===== src/rtl/sipo_pkg.sv =====
// Shared definitions for the serial-to-parallel deserializer and its PISO counterpart.
package sipo_pkg;

    localparam int unsigned SIPO_WIDTH = 8;

    typedef enum logic {
        IDLE  = 1'b0,
        SHIFT = 1'b1
    } sipo_state_t;

endpackage : sipo_pkg


===== src/rtl/sipo_out_buf.sv =====
// One-entry valid/ready holding register for assembled words, with sticky overrun.
module sipo_out_buf
    import sipo_pkg::*;
#(
    parameter int unsigned WIDTH = SIPO_WIDTH
) (
    input  logic             clk,
    input  logic             rst_n,
    input  logic             load,
    input  logic [WIDTH-1:0] word,
    input  logic             out_ready,
    input  logic             clr_ovr,
    output logic [WIDTH-1:0] data_out,
    output logic             out_valid,
    output logic             overrun
);

    logic accept_c;
    logic drop_c;

    // A slot frees up in the same cycle it is consumed, so back-to-back words never drop.
    assign accept_c = load && (!out_valid || out_ready);
    assign drop_c   = load && out_valid && !out_ready;

    always_ff @(posedge clk or negedge rst_n) begin
        if (!rst_n) begin
            data_out  <= '0;
            out_valid <= 1'b0;
        end else if (accept_c) begin
            data_out  <= word;
            out_valid <= 1'b1;
        end else if (out_valid && out_ready) begin
            out_valid <= 1'b0;
        end
    end

    // Set wins over a simultaneous clear so a fresh loss is never masked.
    always_ff @(posedge clk or negedge rst_n) begin
        if (!rst_n) begin
            overrun <= 1'b0;
        end else if (drop_c) begin
            overrun <= 1'b1;
        end else if (clr_ovr) begin
            overrun <= 1'b0;
        end
    end

endmodule : sipo_out_buf


===== src/rtl/sipo_deserializer.sv =====
// Rebuilds WIDTH-bit words from a start-framed serial stream; hands them to a one-entry output buffer.
module sipo_deserializer
    import sipo_pkg::*;
#(
    parameter int unsigned WIDTH     = SIPO_WIDTH,
    parameter bit          MSB_FIRST = 1'b1
) (
    input  logic             clk,
    input  logic             rst,
    input  logic             in,
    input  logic             in_valid,
    input  logic             start,
    output logic [WIDTH-1:0] data_out,
    output logic             out_valid,
    input  logic             out_ready,
    output logic             busy,
    output logic             overrun,
    input  logic             clr_ovr
);

    localparam int unsigned CNT_W = $clog2(WIDTH + 1);

    sipo_state_t      state, state_nxt;
    logic [WIDTH-1:0] shreg, shreg_nxt;
    logic [WIDTH-1:0] shifted_c;
    logic [WIDTH-1:0] fresh_c;
    logic [CNT_W-1:0] cnt, cnt_nxt;
    logic             done_c;

    // Shift direction fixes which end of the word the first serial bit ends up in.
    always_comb begin
        if (MSB_FIRST) begin
            shifted_c = {shreg[WIDTH-2:0], in};
            fresh_c   = {{(WIDTH-1){1'b0}}, in};
        end else begin
            shifted_c = {in, shreg[WIDTH-1:1]};
            fresh_c   = {in, {(WIDTH-1){1'b0}}};
        end
    end

    // start always restarts framing, even on what would have been the completing edge.
    always_comb begin
        state_nxt = state;
        shreg_nxt = shreg;
        cnt_nxt   = cnt;
        done_c    = 1'b0;
        if (start) begin
            state_nxt = SHIFT;
            shreg_nxt = in_valid ? fresh_c : '0;
            cnt_nxt   = in_valid ? CNT_W'(1) : '0;
        end else if (state == SHIFT && in_valid) begin
            shreg_nxt = shifted_c;
            if (cnt == CNT_W'(WIDTH - 1)) begin
                done_c    = 1'b1;
                cnt_nxt   = '0;
                state_nxt = IDLE;
            end else begin
                cnt_nxt = cnt + CNT_W'(1);
            end
        end
    end

    always_ff @(posedge clk or negedge rst) begin
        if (!rst) begin
            state <= IDLE;
            shreg <= '0;
            cnt   <= '0;
            busy  <= 1'b0;
        end else begin
            state <= state_nxt;
            shreg <= shreg_nxt;
            cnt   <= cnt_nxt;
            busy  <= (state_nxt == SHIFT);
        end
    end

    sipo_out_buf #(
        .WIDTH (WIDTH)
    ) u_out_buf (
        .clk       (clk),
        .rst_n     (rst),
        .load      (done_c),
        .word      (shifted_c),
        .out_ready (out_ready),
        .clr_ovr   (clr_ovr),
        .data_out  (data_out),
        .out_valid (out_valid),
        .overrun   (overrun)
    );

endmodule : sipo_deserializer


===== config.mk =====
export PLATFORM = sky130hd
export DESIGN_NAME = sipo_deserializer
export DESIGN_NICKNAME = d
export VERILOG_FILES = /design/src/rtl/sipo_pkg.sv /design/src/rtl/sipo_out_buf.sv /design/src/rtl/sipo_deserializer.sv
export SDC_FILE = /design/constraint.sdc
export NUM_CORES = 1
export LEC_CHECK = 0
export CAP_MARGIN = 5
export CORE_MARGIN = 4
export CORE_UTILIZATION = 55
export CTS_CLUSTER_DIAMETER = 100
export DETAILED_ROUTE_END_ITERATION = 12
export DONT_BUFFER_PORTS = 1
export GPL_TIMING_DRIVEN = 0
export PLACE_DENSITY_LB_ADDON = 0.08
export SYNTH_ARGS = -nofsm -noshare
export SYNTH_HDL_FRONTEND = slang
export SYNTH_SLANG_ARGS = --single-unit

===== constraint.sdc =====
create_clock -name clk -period 2.9 [get_ports clk]
set_clock_uncertainty 0.05 [all_clocks]
set_input_delay 0.58 -clock clk [delete_from_list [all_inputs] [get_ports clk]]
set_output_delay 0.58 -clock clk [all_outputs]
set_load 0.01 [all_outputs]

### Word level (Yosys, flattened, before mapping)

Cells that the tools add are included.

* bits of input ports: 7
* logic and storage cells: 38
* bits in registers: 22
* output and inout bits: 11

* reduce and logical (&&, ||, !) cells: 13
* equality and inequality tests: 1
* add/subtract/negate cells: 1
* multiplexer cells: 17

Operators by type and width (count)
* two-way mux 7 bit: 2
* two-way mux 1 bit: 12
* two-way mux 4 bit: 3
* nonzero test 2 bit: 4
* logical AND 1 bit: 5
* adder 4 x 1 -> 4 bit (second input constant): 1
* == test 4 x 3 -> 1 bit (second input constant): 1
* logical NOT 1 bit: 2
* AND reduction 2 bit: 1
* logical OR 1 bit: 1

### Longest topological paths before layout

* depth in word-level cells: 7
* mapped depth: 5
* gate-level depth less buffers: 4

### Hierarchy

Synthesis repeated with hierarchy kept, for this count alone.

* cells, all modules: 82
* area, all modules: 945.9 um^2

Modules (own cells, without submodules)
* sipo_deserializer: instances 1, area each 533.0 um^2, cells an instance 58
* sipo_out_buf: instances 1, area each 412.9 um^2, cells an instance 24

### Worst setup path after synthesis

OpenSTA, ideal clock, no wires.

* kind: input to register
* start: input port in_valid
* end: register u_out_buf.data_out[0]
* arrival: 1.396 ns
* setup time: 0.125 ns
* cell stages on the path: 4
* path buffers: 1
* slack: 1.329 ns
* cells stage by stage: buf_2 -> and3_4 -> nand3_4 -> mux2_4

* longest elaborated chain between the ends: 4

Ends and longest elaborated chain
* start: declaration: line sipo_deserializer.sv:11 `input logic in_valid,`
* logical AND 1 bit: line sipo_deserializer.sv:51 `end else if (state == SHIFT && in_valid) begin`
* two-way mux 1 bit: line sipo_deserializer.sv:51
* two-way mux 1 bit: line sipo_deserializer.sv:47 `if (start) begin`
* logical AND 1 bit: line sipo_out_buf.sv:22 `assign accept_c = load && (!out_valid || out_ready);`
* end signal: assignment: line sipo_out_buf.sv:30 `data_out <= word;`
* end: declaration: line sipo_out_buf.sv:13 `output logic [WIDTH-1:0] data_out,`

No other way between the ends.
A chain may end at the register's enable or synchronous reset.

### Final worst setup path

* start: register cnt[0]
* end: register u_out_buf.data_out[2]

* longest elaborated chain between the ends: 5

Ends and longest elaborated chain
* start: declaration: line sipo_deserializer.sv:27 `logic [CNT_W-1:0] cnt, cnt_nxt;`
* start signal: assignment: line sipo_deserializer.sv:72 `cnt <= cnt_nxt;`
* == test 4 x 3 -> 1 bit: line sipo_deserializer.sv:53 `if (cnt == CNT_W'(WIDTH - 1)) begin`
* two-way mux 1 bit: line sipo_deserializer.sv:53
* two-way mux 1 bit: line sipo_deserializer.sv:51
* two-way mux 1 bit: line sipo_deserializer.sv:47
* logical AND 1 bit: line sipo_out_buf.sv:22

No other way between the ends.

==> results_dict.tcl <==
set metrics [dict create \
    clk_latency_ps 310 \
    yosysMostFrequentCell "dfrtp_1" \
    die_y_um 50.2 \
    hpwl_um 1210 \
    area_growth_pct 9.45 \
    die_width_um 50.2 \
    synth_area_per_cell_um2 11.9 \
    setup_ws_ps 1240 \
    met3_usage 0.0444 \
    p_seq_frac 0.545 \
    grt_max_degree 23 \
    power_frac_comb 0.059 \
    switching_share 0.211 \
    first_iter_violations 13 \
    cp-start-kind "flip-flop" \
    ant_nets 0 \
    outcome "completed" \
    cts_tree "built" \
    num_vias 622 \
    layout_min_cycle_time_ps 1660 \
    synth.top_cells.by_count "dfrtp_1, nand2_1, a21oi_1, mux2_4" \
    die_area_mm2 0.00252 \
    slew_viol_final 0 \
    cts_buffers 3 \
    relSlewSlack 0.357 \
    clkSlewWorstSetupHoldPaths_ps 120 \
    power.share.clock 0.396 \
    hold_slack_ps 306 \
    hold_path.class "in2reg" \
    r2r_slack_ps 1240 \
    rows 14 \
    initial_utilization 0.615 \
    cts.sinks 22 \
    ys_seq_area_frac 0.562 \
    netSwitchingPower_w 0.000125 \
    cts.path.max_buffers 2 \
    synth_cells 82 \
    critPathKind "reg2reg" \
    fin_tns_setup_ps 0 \
    yosys_warnings 0 \
    drc 0 \
    synth_area_um2 980 \
    fin_crit_sh 0.572 \
    peakVddDrop_mv 0.432 \
    drt-vias-per-instance 5.60 \
    ys.flop_type "dfrtp_1" \
    ys_seq_elements 22 \
    path_max_fanout 8 \
    syn_nets 90 \
    core-area_mm2 0.00159 \
    cts_root_buffer "clkbuf_4" \
    cp-end-kind "flip-flop" \
    top_usage_layer "met2" \
    synth_top_cell_by_area "dfrtp_1" \
    async_flop_share 1.00 \
    gp_congestion 0.777 \
    antenna_cells 0 \
    synth_cell_type_count 28 \
    power.density_mw_per_mm2 552 \
    pre_cts_ws_ps 1220 \
    antenna_found_initial 0 \
    wl_per_cell_um 15.8 \
    grt_pass1_wl_um 3090 \
    routed_wl_um 1760 \
    met2_usage 0.267 \
    max_freq_ghz 0.602 \
    drive_gt1_frac 0.218 \
    nets 96 \
    use_met1 0.204 \
    track_usage 0.166 \
    intPower_w 0.000467 \
    critPathArrivalTime_ps 1820 \
    io_buffers 0 \
    rsz0062_at_grt "false" \
    first_global_vias 644 \
    synth_edf_count 0 \
    leakage_nw 0.502 \
    postCtsSetupRepairBufs 0 \
    finalSetupViolCount 0 \
    final_hold_viol_count 0 \
    ios 18 \
    synth_area_leaders "dfrtp_1, mux2_4, nand2_1" \
    dr.pass1.iters 4 \
    tightest_slew_ps 962 \
    htree_levels 1 \
    synth_top_cell_area_share 0.562 \
    worst_ep_required_time_ps 3060 \
    overflow 0 \
    drv_cap 0 \
]
==> sequential cells by signal, indices dropped and copies added, names as in the netlist <==
name                 count
u_out_buf.out_valid      1
u_out_buf.overrun        1
state                    1
cnt                      4
shreg                    7
u_out_buf.data_out       8
==> power groups by stage <==
stage	clock network (W)	logic [W]	registers, W
6_report	0.000234	0.0000352	0.000322
5_1_grt	0.000251	0.0000408	0.000324
4_1_cts	0.000239	0.0000353	0.000322
3_5_place_dp	0	0.0000280	0.000328
3_3_place_gp	0	0.0000273	0.000328
2_1_floorplan	0	0.0000234	0.000326
==> worst max-delay path: stages (launching register included) <==
cell and delay (ps):
dfrtp_1 440, ha_1 290, nor3b_4 250, nand3_4 190, mux2_4 340
==> metrics by stage <==
stage | area [µm²] | total power, W | std cells | util
after floorplan | 980 | 0.000349 | 82 | -
after global placement | 1010 | 0.000355 | 106 | 0.633
after detailed placement | 1010 | 0.000356 | 106 | 0.633
after CTS | 1070 | 0.000597 | 111 | 0.673
after global routing | 1070 | 0.000616 | 111 | 0.673
final | 1070 | 0.000592 | 111 | 0.673
==> area by class of cell <==
type / count / area, µm²
clock inverter: 1 / 30.0
clock buffer: 3 / 22.5
tap: 24 / 30.0
buffer: 3 / 12.5
fill: 121 / 522
multi-input combinational: 55 / 409
timing repair buffer: 1 / 10.0
sequential: 22 / 551
inverter: 2 / 7.51
==> per-layer routing <==
metal  share of wire  vias to the layer above
li1                -                      297
met1            0.43                      302
met2            0.49                       20
met3           0.064                        3
met4           0.017                        0
met5               0                        -
==> repair_timing <==
action | in CTS | in global routing
resized for setup | 0 | 0
hold buffers | 1 | 0
hold endpoints to repair | 22 | 0
==> cells in the final DEF (no fill, tap or decap) <==
master         netlist  final
nor3b_4              1      1
bufinv_16            0      1
or2b_1               1      1
nand4b_1             1      1
inv_1                2      2
a21o_2               1      1
clkbuf_1             2      2
nor2_1               1      1
clkbuf_4             0      3
dlygate4sd3_1        0      1
o211ai_1             1      1
nand2_1             18     18
nand3_1              1      1
a22oi_1              1      1
mux2_4               8      8
and3_4               1      1
o22ai_1              1      1
xor2_1               1      1
a21oi_1              8      8
ha_1                 1      1
and2_2               1      1
nor3_1               1      1
nand3b_1             1      1
nand2_2              1      1
a311oi_1             1      1
dfrtp_1             22     22
or3_1                1      1
buf_2                1      1
a41o_1               1      1
nand3_4              1      1
nand4_1              1      1
==> cells by family after synthesis <==
family                   synth area share
adder cells (fa/ha/maj)            0.0128
XOR/XNOR                          0.00894
buffers and inverters              0.0204
AO/OA/AOI/OAI                      0.0907
multiplexers                        0.123
flip-flops                          0.562
AND/OR/NAND/NOR                     0.183
==> path summary, 6_finish.rpt <==
check,start,endpoint,cells after the start
max in group asynchronous,rst,cnt[2]$_DFFE_PN0P_,1
min,clr_ovr,u_out_buf.overrun$_DFFE_PN0P_,1
max reg2reg,cnt[0]$_DFFE_PN0P_,u_out_buf.data_out[2]$_DFFE_PN0P_,4
max,cnt[0]$_DFFE_PN0P_,u_out_buf.data_out[2]$_DFFE_PN0P_,4
min in group asynchronous,rst,u_out_buf.data_out[0]$_DFFE_PN0P_,1
min reg2reg,shreg[6]$_DFFE_PN0P_,u_out_buf.data_out[7]$_DFFE_PN0P_,1
No activity file was read; power rests on OpenSTA's default activity.
